$ cat config.mk
export PLATFORM = sky130hd
export DESIGN_NAME = ps2_kbd_fifo
export DESIGN_NICKNAME = d
export VERILOG_FILES = /design/src/rtl/ps2_kbd_fifo.sv
export SDC_FILE = /design/constraint.sdc
export NUM_CORES = 1
export LEC_CHECK = 0
export ABC_AREA = 1
export ABC_CLOCK_PERIOD_IN_PS = 2600
export CAP_MARGIN = 10
export CORE_MARGIN = 10
export CORE_UTILIZATION = 45
export CTS_CLUSTER_SIZE = 40
export DETAILED_ROUTE_END_ITERATION = 6
export GPL_ROUTABILITY_DRIVEN = 0
export RECOVER_POWER = 25
export SKIP_CTS_REPAIR_TIMING = 1
export SYNTH_ARGS = -nofsm -noshare
export SYNTH_HDL_FRONTEND = slang
export SYNTH_SLANG_ARGS = --single-unit
$ cat constraint.sdc
create_clock -name clock -period 2.6 [get_ports clock]
set_input_delay 0.26 -clock clock [delete_from_list [all_inputs] [get_ports clock]]
set_output_delay 0.26 -clock clock [all_outputs]
set_load 0.03 [all_outputs]
$ cat src/rtl/ps2_kbd_fifo.sv
// PS/2 keyboard receiver: pin synchronisers, glitch filters, frame FSM with timeout, FWFT byte FIFO.
// Define PS2_TIMEOUT_ERR_EN to make a timeout abort also set err.
`timescale 1ns/1ps
module ps2_kbd_fifo #(
    parameter int unsigned FIFO_AW     = 4,
    parameter int unsigned FILTER      = 8,
    parameter int unsigned TIMEOUT_CYC = 5000
) (
    input  logic             clock,
    input  logic             reset,
    input  logic             ps2_clk,
    input  logic             ps2_dat,
    input  logic             rd,
    input  logic             clr,
    output logic [7:0]       data,
    output logic             ready,
    output logic             overflow,
    output logic             err,
    output logic [FIFO_AW:0] level
);
    localparam int unsigned DEPTH = 2**FIFO_AW;
    localparam int unsigned TMO_W = $clog2(TIMEOUT_CYC + 1);

    typedef enum logic [1:0] {S_IDLE, S_DATA, S_PARITY, S_STOP} state_t;

    logic             r_clk_s1, r_clk_s2, r_dat_s1, r_dat_s2;
    logic             r_clk_f, r_dat_f, r_clk_f_d;
    logic [7:0]       r_clk_cnt, r_dat_cnt;
    logic             w_fall;
    state_t           r_state, w_state_nxt;
    logic [7:0]       r_sr;
    logic [2:0]       r_bitcnt;
    logic             r_par, r_ok;
    logic [TMO_W-1:0] r_tmo;
    logic             w_tmo, w_push, w_ferr, w_err_set;
    logic [7:0]       r_mem [DEPTH];
    logic [FIFO_AW:0] r_wptr, r_rptr;
    logic             w_empty, w_full, w_pop, w_wr, w_drop;
    logic             r_ovf, r_err;

    always_ff @(posedge clock) begin
        if (reset) begin
            r_clk_s1  <= 1'b1;
            r_clk_s2  <= 1'b1;
            r_dat_s1  <= 1'b1;
            r_dat_s2  <= 1'b1;
            r_clk_f   <= 1'b1;
            r_dat_f   <= 1'b1;
            r_clk_f_d <= 1'b1;
            r_clk_cnt <= '0;
            r_dat_cnt <= '0;
        end else begin
            r_clk_s1  <= ps2_clk;
            r_clk_s2  <= r_clk_s1;
            r_dat_s1  <= ps2_dat;
            r_dat_s2  <= r_dat_s1;
            r_clk_f_d <= r_clk_f;
            if (r_clk_s2 == r_clk_f) begin
                r_clk_cnt <= '0;
            end else if (r_clk_cnt == 8'(FILTER - 1)) begin
                r_clk_f   <= r_clk_s2;
                r_clk_cnt <= '0;
            end else begin
                r_clk_cnt <= r_clk_cnt + 8'd1;
            end
            if (r_dat_s2 == r_dat_f) begin
                r_dat_cnt <= '0;
            end else if (r_dat_cnt == 8'(FILTER - 1)) begin
                r_dat_f   <= r_dat_s2;
                r_dat_cnt <= '0;
            end else begin
                r_dat_cnt <= r_dat_cnt + 8'd1;
            end
        end
    end

    assign w_fall = r_clk_f_d & ~r_clk_f;

    always_comb begin
        w_state_nxt = r_state;
        w_push      = 1'b0;
        w_ferr      = 1'b0;
        w_tmo       = (r_state != S_IDLE) && (r_tmo == TMO_W'(TIMEOUT_CYC));
        if (w_tmo) begin
            w_state_nxt = S_IDLE;
        end else if (w_fall) begin
            case (r_state)
                S_IDLE:   if (!r_dat_f) w_state_nxt = S_DATA;
                S_DATA:   if (r_bitcnt == 3'd7) w_state_nxt = S_PARITY;
                S_PARITY: w_state_nxt = S_STOP;
                S_STOP: begin
                    w_state_nxt = S_IDLE;
                    if (r_dat_f && r_ok) w_push = 1'b1;
                    else                 w_ferr = 1'b1;
                end
                default:  w_state_nxt = S_IDLE;
            endcase
        end
    end

    always_ff @(posedge clock) begin
        if (reset) begin
            r_state  <= S_IDLE;
            r_sr     <= '0;
            r_bitcnt <= '0;
            r_par    <= 1'b0;
            r_ok     <= 1'b0;
            r_tmo    <= '0;
        end else begin
            r_state <= w_state_nxt;
            if (r_state == S_IDLE || w_fall) r_tmo <= '0;
            else                             r_tmo <= r_tmo + TMO_W'(1);
            if (w_fall && !w_tmo) begin
                case (r_state)
                    S_IDLE: begin
                        r_bitcnt <= '0;
                        r_par    <= 1'b0;
                    end
                    S_DATA: begin
                        r_sr     <= {r_dat_f, r_sr[7:1]};
                        r_par    <= r_par ^ r_dat_f;
                        r_bitcnt <= r_bitcnt + 3'd1;
                    end
                    S_PARITY: r_ok <= r_par ^ r_dat_f;
                    default: ;
                endcase
            end
        end
    end

    // A simultaneous pop frees the slot, so a push into a full FIFO is still accepted.
    assign w_empty = (r_wptr == r_rptr);
    assign w_full  = (r_wptr[FIFO_AW] != r_rptr[FIFO_AW]) &&
                     (r_wptr[FIFO_AW-1:0] == r_rptr[FIFO_AW-1:0]);
    assign w_pop   = rd & ~w_empty;
    assign w_wr    = w_push & (~w_full | w_pop);
    assign w_drop  = w_push & w_full & ~w_pop;

`ifdef PS2_TIMEOUT_ERR_EN
    assign w_err_set = w_ferr | w_tmo;
`else
    assign w_err_set = w_ferr;
`endif

    always_ff @(posedge clock) begin
        if (w_wr) r_mem[r_wptr[FIFO_AW-1:0]] <= r_sr;
    end

    always_ff @(posedge clock) begin
        if (reset) begin
            r_wptr <= '0;
            r_rptr <= '0;
            r_ovf  <= 1'b0;
            r_err  <= 1'b0;
        end else begin
            if (w_wr)  r_wptr <= r_wptr + 1'b1;
            if (w_pop) r_rptr <= r_rptr + 1'b1;
            if (w_drop)   r_ovf <= 1'b1;
            else if (clr) r_ovf <= 1'b0;
            if (w_err_set) r_err <= 1'b1;
            else if (clr)  r_err <= 1'b0;
        end
    end

    assign ready    = ~w_empty;
    assign data     = w_empty ? '0 : r_mem[r_rptr[FIFO_AW-1:0]];
    assign level    = r_wptr - r_rptr;
    assign overflow = r_ovf;
    assign err      = r_err;
endmodule
==> results of run 1 <==
cells by family after synthesis:
family | Yosys count | synth area share [%]
AOI/OAI and AO/OA | 69 | 4.19
xor gates and xnor gates | 9 | 0.943
adders and majority gates | 20 | 3.08
buffers and inverters | 95 | 4.91
DFF | 195 | 62.0
and+or+nand+nor | 462 | 24.9
sequential cells by signal, summed over array words and instances (netlist names), 2 cells and up, named ones only:
name	count
r_state	2
r_wptr	5
r_bitcnt	3
r_rptr	5
r_tmo	13
r_dat_cnt	8
r_mem	128
r_sr	8
r_clk_cnt	8
power groups by stage:
stage	combinational (uW)	sequential, uW	clock [uW]
finish	303	3280	2490
global placement	293	3350	0
detailed placement	298	3350	0
floorplan	212	3340	0
global route	335	3280	2670
CTS	299	3280	2530
worst max-delay path by stage:
stage | start | end | slack [ps] | cells past startpoint
floorplan | r_wptr[0]$_SDFFE_PP0P_ | r_mem[12][0]$_DFFE_PP_ | 330 | 8
global placement | r_wptr[0]$_SDFFE_PP0P_ | level[4] | 260 | 6
detailed placement | r_wptr[0]$_SDFFE_PP0P_ | level[4] | 240 | 6
CTS | r_wptr[0]$_SDFFE_PP0P_ | level[4] | -240 | 6
global route | r_rptr[2]$_SDFFE_PP0N_ | data[4] | 20 | 8
finish | r_wptr[0]$_SDFFE_PP0P_ | level[1] | 130 | 5
routing by layer:
| metal | global-route usage, % | part of all wire [%] |
|---|---|---|
| met5 | 0 | 0 |
| met4 | 4.63 | 1.5 |
| met3 | 3.65 | 5.4 |
| met2 | 26.7 | 49 |
| met1 | 20.1 | 44 |
cell type report:
type | instances | area [um^2] | share of cell area, %
flip-flops and latches | 195 | 5190 | 54.7
multi-input cells | 560 | 2770 | 29.2
repair buffers | 54 | 453 | 4.77
clock buffers | 20 | 437 | 4.60
well taps | 229 | 287 | 3.02
inverters | 59 | 233 | 2.45
clock inverters | 12 | 115 | 1.21
repair inverters | 1 | 7.51 | 0.0791
metrics by stage:
step / std cells / utilization, % / total power, uW / hold WS (ps)
after floorplan: 850 / - / 3550 / 364
after global placement: 1095 / 49.0 / 3640 / 405
after detailed placement: 1095 / 49.0 / 3650 / 401
after CTS: 1127 / 52.0 / 6110 / 381
after global routing: 1130 / 52.3 / 6290 / 385
final: 1130 / 52.3 / 6080 / 394
critical path, cell delays in order (launching register included):
cell	delay, ps
dfxtp_1	340
inv_1	60
ha_1	220
fa_1	440
inv_1	70
clkdlybuf4s50_1	670
synth_stat cells:
library cell,number
nand3_2,2
buf_4,2
clkinv_1,2
nor3_1,23
nand2_4,1
buf_6,2
inv_1,54
a21oi_1,51
nor2b_1,1
nand3_4,1
edfxtp_1,128
buf_1,1
and3_1,1
nand2_1,238
ha_1,19
or2_2,7
nor2_2,2
inv_6,1
inv_2,2
nand3b_2,1
buf_2,21
dfxtp_1,67
nor2_4,1
xnor2_1,3
nand2_2,4
nand3_1,112
o211ai_1,2
nand4_1,24
fa_1,1
xor2_1,6
clkbuf_1,10
nand3b_1,1
nor3_4,1
o21ai_0,16
nor3b_1,4
nor2_1,38
==> reports/results.tsv, run 1 <==
stage	metric	value	unit
pwr	clock share of power	41.0	%
sta	Pins Over Slew Limit	0	
floorplan	Core Region	18100	um^2
finish	most frequent cells in the layout	nand2_1, edfxtp_1, nand3_1	
global_route	Tot GR Track Use	15.9	%
sta	worst slew pin tran	1050	ps
pwr	switching power share of the total	21.6	%
synth	library cells used by synthesis	36	
pwr	sw power	1310	uW
min_path	worst hold endpoint	r_clk_s1$_SDFF_PP1_	
setup_path	critical path type	reg -> out	
placement	Setup WS pre-CTS	241	ps
outcome	outcome	completed	
finish	Fill cells	1606	
cts	H-tree levels	4	
floorplan	DIE WIDTH	156	um
global_route	gr ovfl total	0	
routing	Final ANT Viol Nets	0	
setup_path	crit path max fanout	2	
setup_path	Crit path required time	2340	ps
pwr	peak supply drop	0.502	mV
setup_path	FF-to-FF End	r_mem[3][5]$_DFFE_PP_	
global_route	largest net degree at the start of global routing	33	
routing	DRC Markers	0	
routing	number of iterations in the first detailed-routing pass	6	
floorplan	# rows	49	
synth	Post-Syn Area per Cell	9.84	um^2
synth	Seq/Total Area, Yosys	62.0	%
global_route	initial antenna violation count	0	
cts	TritonCTS buffer count	17	
floorplan	full die area	24400	um^2
sta	Final setup viols	0	
floorplan	starting density of the core	46.1	%
synth	top-area cell type share of the netlist area	46.0	%
min_path	HP Start	ps2_clk	
placement	Buffers on Ports	21	
setup_path	FF-to-FF path depth	10	
routing	drt wl/cell	17.0	um
synth	Mapped Cells	850	
synth	Synthesized Nets	876	
synth	area leader, netlist	edfxtp_1	
setup_path	FF-to-FF setup slack	330	ps
sta	Post-Route Setup TNS	0	ps
cts	CTS tree	built	
min_path	hold path depth	2	
min_path	Hold Crit Class	in -> reg	
routing	total length of routed wires	19.2	mm
synth	Seq cells post-synth	195	
setup_path	Critical Path Source Type	flop	
finish	ratio of cells with drive above 1 in the final layout	10.2	%
setup_path	Setup crit end kind	output pin	
global_route	first-pass GRT wire length	30.7	mm
sta	unrepaired setup endpoints after global routing	false	
finish	area delta synth->final	13.5	%
global_route	number of global-route vias before repair	5913	
floorplan	Die Span Y	156	um
setup_path	Worst EP arrival	2210	ps
sta	Tmin final	2470	ps
sta	Max Clock Skew	10.9	ps
finish	# nets final	914	
synth	synth warn	0	
cts	Reg clk slew, reported paths	60	ps
cts	Worst-Skew Late Latency	430	ps
routing	Detailed Route Iter0 Violations	508	
pwr	Comb pwr share	5.0	%
floorplan	number of I/O pins	22	
sta	Slew HR	30.1	%
cts	CTS root buffer	clkbuf_16	
sta	Fin. Hold Viols	0	
placement	area post-placement	8890	um^2
sta	Setup WS post-layout	131	ps
synth	Synth area leaders	edfxtp_1, dfxtp_1, nand2_1	
finish	Antenna Cells	0	
run	max_cap viols	0	
cts	clk sinks	195	
placement	HPWL after detailed placement	12.6	mm
pwr	Pint	4770	uW
finish	fin area	9490	um^2
pwr	sequential group share of total power	54.0	%
sta	maximum clock frequency	405	MHz
finish	commonest non-fill, non-tap cell in the layout	nand2_1	
cts	Clock Tree Buf Depth	2	
setup_path	RR Startpoint	r_state[0]$_SDFFE_PP0P_	
synth	Synth Cell Area	8360	um^2
routing	vias per cell	5.38	
pwr	power density cells	641	nW/um^2
sta	Tcrit/Tclk final	95.0	%
pwr	leakage	0.00359	uW
routing	routed via count	6085	
Note: power is estimated with default switching activity, not from simulation.
==> run 2, diff against run 1 <==
--- a/config.mk
+++ b/config.mk
@@ -5,7 +5,7 @@
 export SDC_FILE = /design/constraint.sdc
 export NUM_CORES = 1
 export LEC_CHECK = 0
-export ABC_AREA = 1
+export ABC_AREA = 0
 export ABC_CLOCK_PERIOD_IN_PS = 2600
 export CAP_MARGIN = 10
 export CORE_MARGIN = 10
@@ -15,6 +15,7 @@
 export GPL_ROUTABILITY_DRIVEN = 0
 export RECOVER_POWER = 25
 export SKIP_CTS_REPAIR_TIMING = 1
+export SLEW_MARGIN = 20
 export SYNTH_ARGS = -nofsm -noshare
 export SYNTH_HDL_FRONTEND = slang
 export SYNTH_SLANG_ARGS = --single-unit
==> run 2 against run 1 <==
  * First-iteration DRC count decreased by 46%
  * Via count is 28% lower
  * Die area shrank 4.9%
  * Maximum frequency about the same
  * Cell count shrank 27%
  * Final area shrank 4.8%
  * Hold slack improved by 8.3 ps
  * Total power down 6.9%
  * Non-clock buffer count decreased by 11
  * Register-to-register slack got worse by 50 ps
  * Routed wire length shrank 21%
  * Clock skew shrank 1.3 ps
  * Critical path type unchanged
  * Largest cell class unchanged
==> reports/results.tsv, run 2 <==
stage	metric	value	unit	change
outcome	outcome	completed		unchanged
sta	Fin. Hold Viols	0		unchanged
sta	Max Clock Skew	9.54	ps	was 10.9 ps
sta	Tmin final	2470	ps	about the same
finish	final core utilization	52.4	%	was 52.3%
cts	clk sinks	195		unchanged
cts	TritonCTS buffer count	17		unchanged
global_route	number of global-route vias before repair	4397		was 5913
finish	ratio of cells with drive above 1 in the final layout	18.4	%	was 10.2%
synth	Synth Area in Adders	3.27	%	was 3.08%
finish	most frequent cells in the layout	edfxtp_1, dfxtp_1, nor2_1		was nand2_1, edfxtp_1, nand3_1
floorplan	full die area	23200	um^2	was 24400 um^2
min_path	Hold Crit Class	in -> reg		unchanged
sta	Tcrit/Tclk final	94.9	%	was 95.0%
synth	Post-synth EDFFs	128		unchanged
finish	Layout Cells excl Fill	823		was 1130
cts	H-tree levels	4		unchanged
min_path	hold path depth	2		unchanged
finish	# nets final	611		was 914
synth	Synth top cells by count	edfxtp_1, dfxtp_1, nor2_1		was nand2_1, edfxtp_1, nand3_1
sta	worst slew pin tran	856	ps	was 1050 ps
floorplan	DIE WIDTH	152	um	was 156 um
setup_path	Critical Path Slowest Stage Cell	dfxtp_2		was clkdlybuf4s50_1
global_route	first-pass GRT wire length	24.2	mm	was 30.7 mm
run	max_cap viols	0		unchanged
global_route	gr ovfl total	0		unchanged
cts	CTS tree	built		unchanged
sta	Pins Over Slew Limit	0		unchanged
finish	max reg flops	128		unchanged
pwr	peak supply drop	0.532	mV	was 0.502 mV
setup_path	crit path max fanout	8		was 2
cts	Clock Tree Buf Depth	2		unchanged
global_route	largest net degree at the start of global routing	33		unchanged
routing	DRC Markers	0		unchanged
synth	main combinational cell family by area after synthesis	multiplexers		was simple AND/OR/NAND/NOR gates
synth	Compound-Gate Fraction of Synth Area	3.60	%	was 4.19%
sta	maximum clock frequency	405	MHz	about the same
sta	hold slack	402	ps	was 394 ps
synth	Seq/Total Area, Yosys	65.7	%	was 62.0%
routing	total length of routed wires	15.1	mm	was 19.2 mm
placement	HPWL after detailed placement	10.0	mm	was 12.6 mm
global_route	Tot GR Track Use	13.2	%	was 15.9%
routing	Detailed Route Iter0 Violations	276		was 508
setup_path	Critical Path Source Type	flop		unchanged
routing	number of iterations in the first detailed-routing pass	4		was 6
setup_path	most used cell along the critical path	nand2_2		was inv_1
pwr	leakage	0.00304	uW	was 0.00359 uW
placement	Buffers on Ports	21		unchanged
synth	synth warn	0		unchanged
setup_path	Worst EP arrival	2210	ps	about the same
global_route	initial antenna violation count	0		unchanged
synth	Synth Flop Type	edfxtp_1		unchanged
synth	most instantiated library cell after synthesis	edfxtp_1		was nand2_1
synth	Post-Synth XOR/XNOR Area	3.44	%	was 0.943%
setup_path	Crit path required time	2340	ps	about the same
synth	library cells used by synthesis	47		was 36
finish	area delta synth->final	14.4	%	was 13.5%
sta	Final setup viols	0		unchanged
floorplan	Core Region	17200	um^2	was 18100 um^2
sta	unrepaired setup endpoints after global routing	false		unchanged
sta	Slew HR	42.7	%	was 30.1%
floorplan	# rows	48		was 49
routing	drt wl/cell	18.3	um	was 17.0 um
synth	Synthesized Nets	570		was 876
synth	async set-reset flop share out of synthesis	0	%	unchanged
routing	vias per cell	5.32		was 5.38
setup_path	Setup crit end kind	output pin		unchanged
setup_path	slowest stage delay, CP	370	ps	was 670 ps
pwr	power density cells	627	nW/um^2	was 641 nW/um^2
synth	Mapped Cells	544		was 850
placement	Inst Count DP	791		was 1095
cts	Worst-Skew Late Latency	420	ps	was 430 ps
setup_path	FF-to-FF path depth	8		was 10
synth	post-synthesis mux area share	11.9	%	was 0%
synth	area leader, netlist	edfxtp_1		unchanged
synth	simple-gate share of the synthesized area	9.95	%	was 24.9%
floorplan	number of I/O pins	22		unchanged
routing	Final ANT Viol Nets	0		unchanged
synth	Synth Cell Area	7890	um^2	was 8360 um^2
routing	routed via count	4377		was 6085
setup_path	critical path type	reg -> out		unchanged
floorplan	Die Span Y	152	um	was 156 um
synth	Seq cells post-synth	195		unchanged
synth	Synth area leaders	edfxtp_1, dfxtp_1, mux4_2		was edfxtp_1, dfxtp_1, nand2_1
floorplan	starting density of the core	45.8	%	was 46.1%
setup_path	crit-path cells	inv_1 -> ha_1 -> and4_1 -> nand2_2 -> nand2_2 -> o22ai_1 -> buf_4		was inv_1 -> ha_1 -> fa_1 -> inv_1 -> clkdlybuf4s50_1
cts	CTS root buffer	clkbuf_16		unchanged
synth	top-area cell type share of the netlist area	48.7	%	was 46.0%
cts	Reg clk slew, reported paths	70	ps	was 60 ps
finish	Antenna Cells	0		unchanged
synth	Post-Syn Area per Cell	14.5	um^2	was 9.84 um^2
finish	commonest non-fill, non-tap cell in the layout	edfxtp_1		was nand2_1
-- run 2: metrics by stage --
stage | setup WS [ps] | total power (uW) | setup TNS (ps) | area (um^2)
after detailed placement | 130 | 3360 | 0 | 8470
final | 132 | 5660 | 0 | 9030
after CTS | -361 | 5710 | -1350 | 9010
after global placement | 168 | 3360 | 0 | 8470
after global routing | 10.3 | 5850 | 0 | 9030
after floorplan | 40.1 | 3350 | 0 | 7890
-- run 2: area by class of cell --
class | instances | area [um^2]
clock buffers | 18 | 429
clock inverters | 14 | 104
flip-flops and latches | 195 | 5190
well taps | 225 | 282
fillers | 1391 | 8210
multi-input cells | 305 | 2550
repair buffers | 43 | 385
inverters | 23 | 86.3
-- run 2: worst max-delay path: cells and delay by family, from the launching register on --
family | cells | cell delay [ps]
buffers and inverters | 2 | 300
adders and majority gates | 1 | 330
DFF | 1 | 370
AOI/OAI and AO/OA | 1 | 260
and+or+nand+nor | 3 | 520
-- run 2: kinds of logic (layout without fill, tap and decap cells) --
kind of cell    count (synthesis)  count (layout)
mux                            53              53
flops                         195             195
xor+xnor                       31              31
simple gates                  157             157
compound gates                 44              44
buf+inv                        44              98
fa+ha+maj                      20              20
-- run 2: path summary, 6_finish.rpt --
kind	start	end	slack, ps
setup reg to reg	r_state[0]$_SDFFE_PP0P_	r_mem[9][6]$_DFFE_PP_	280
hold reg to reg	r_clk_s1$_SDFF_PP1_	r_clk_s2$_SDFF_PP1_	410
hold / removal	ps2_dat	r_dat_s1$_SDFF_PP1_	400
setup / recovery	r_wptr[0]$_SDFFE_PP0P_	data[1]	130
-- run 2: layer usage --
| layer | share of wire (%) | track usage (%) | vias up |
|---|---|---|---|
| met1 | 47 | 17.7 | 2179 |
| met3 | 4.1 | 3.27 | 9 |
| met4 | 0.92 | 4.00 | 0 |
| met2 | 48 | 20.7 | 84 |
| met5 | 0 | 0 | - |
| li1 | - | - | 2105 |
-- run 2: power by group --
part	switching (uW)	leakage, uW	internal [uW]
clock network	1140	0.000252	1230
logic	15.1	0.00106	12.9
registers	1.75	0.00173	3260
total	1150	0.00304	4510
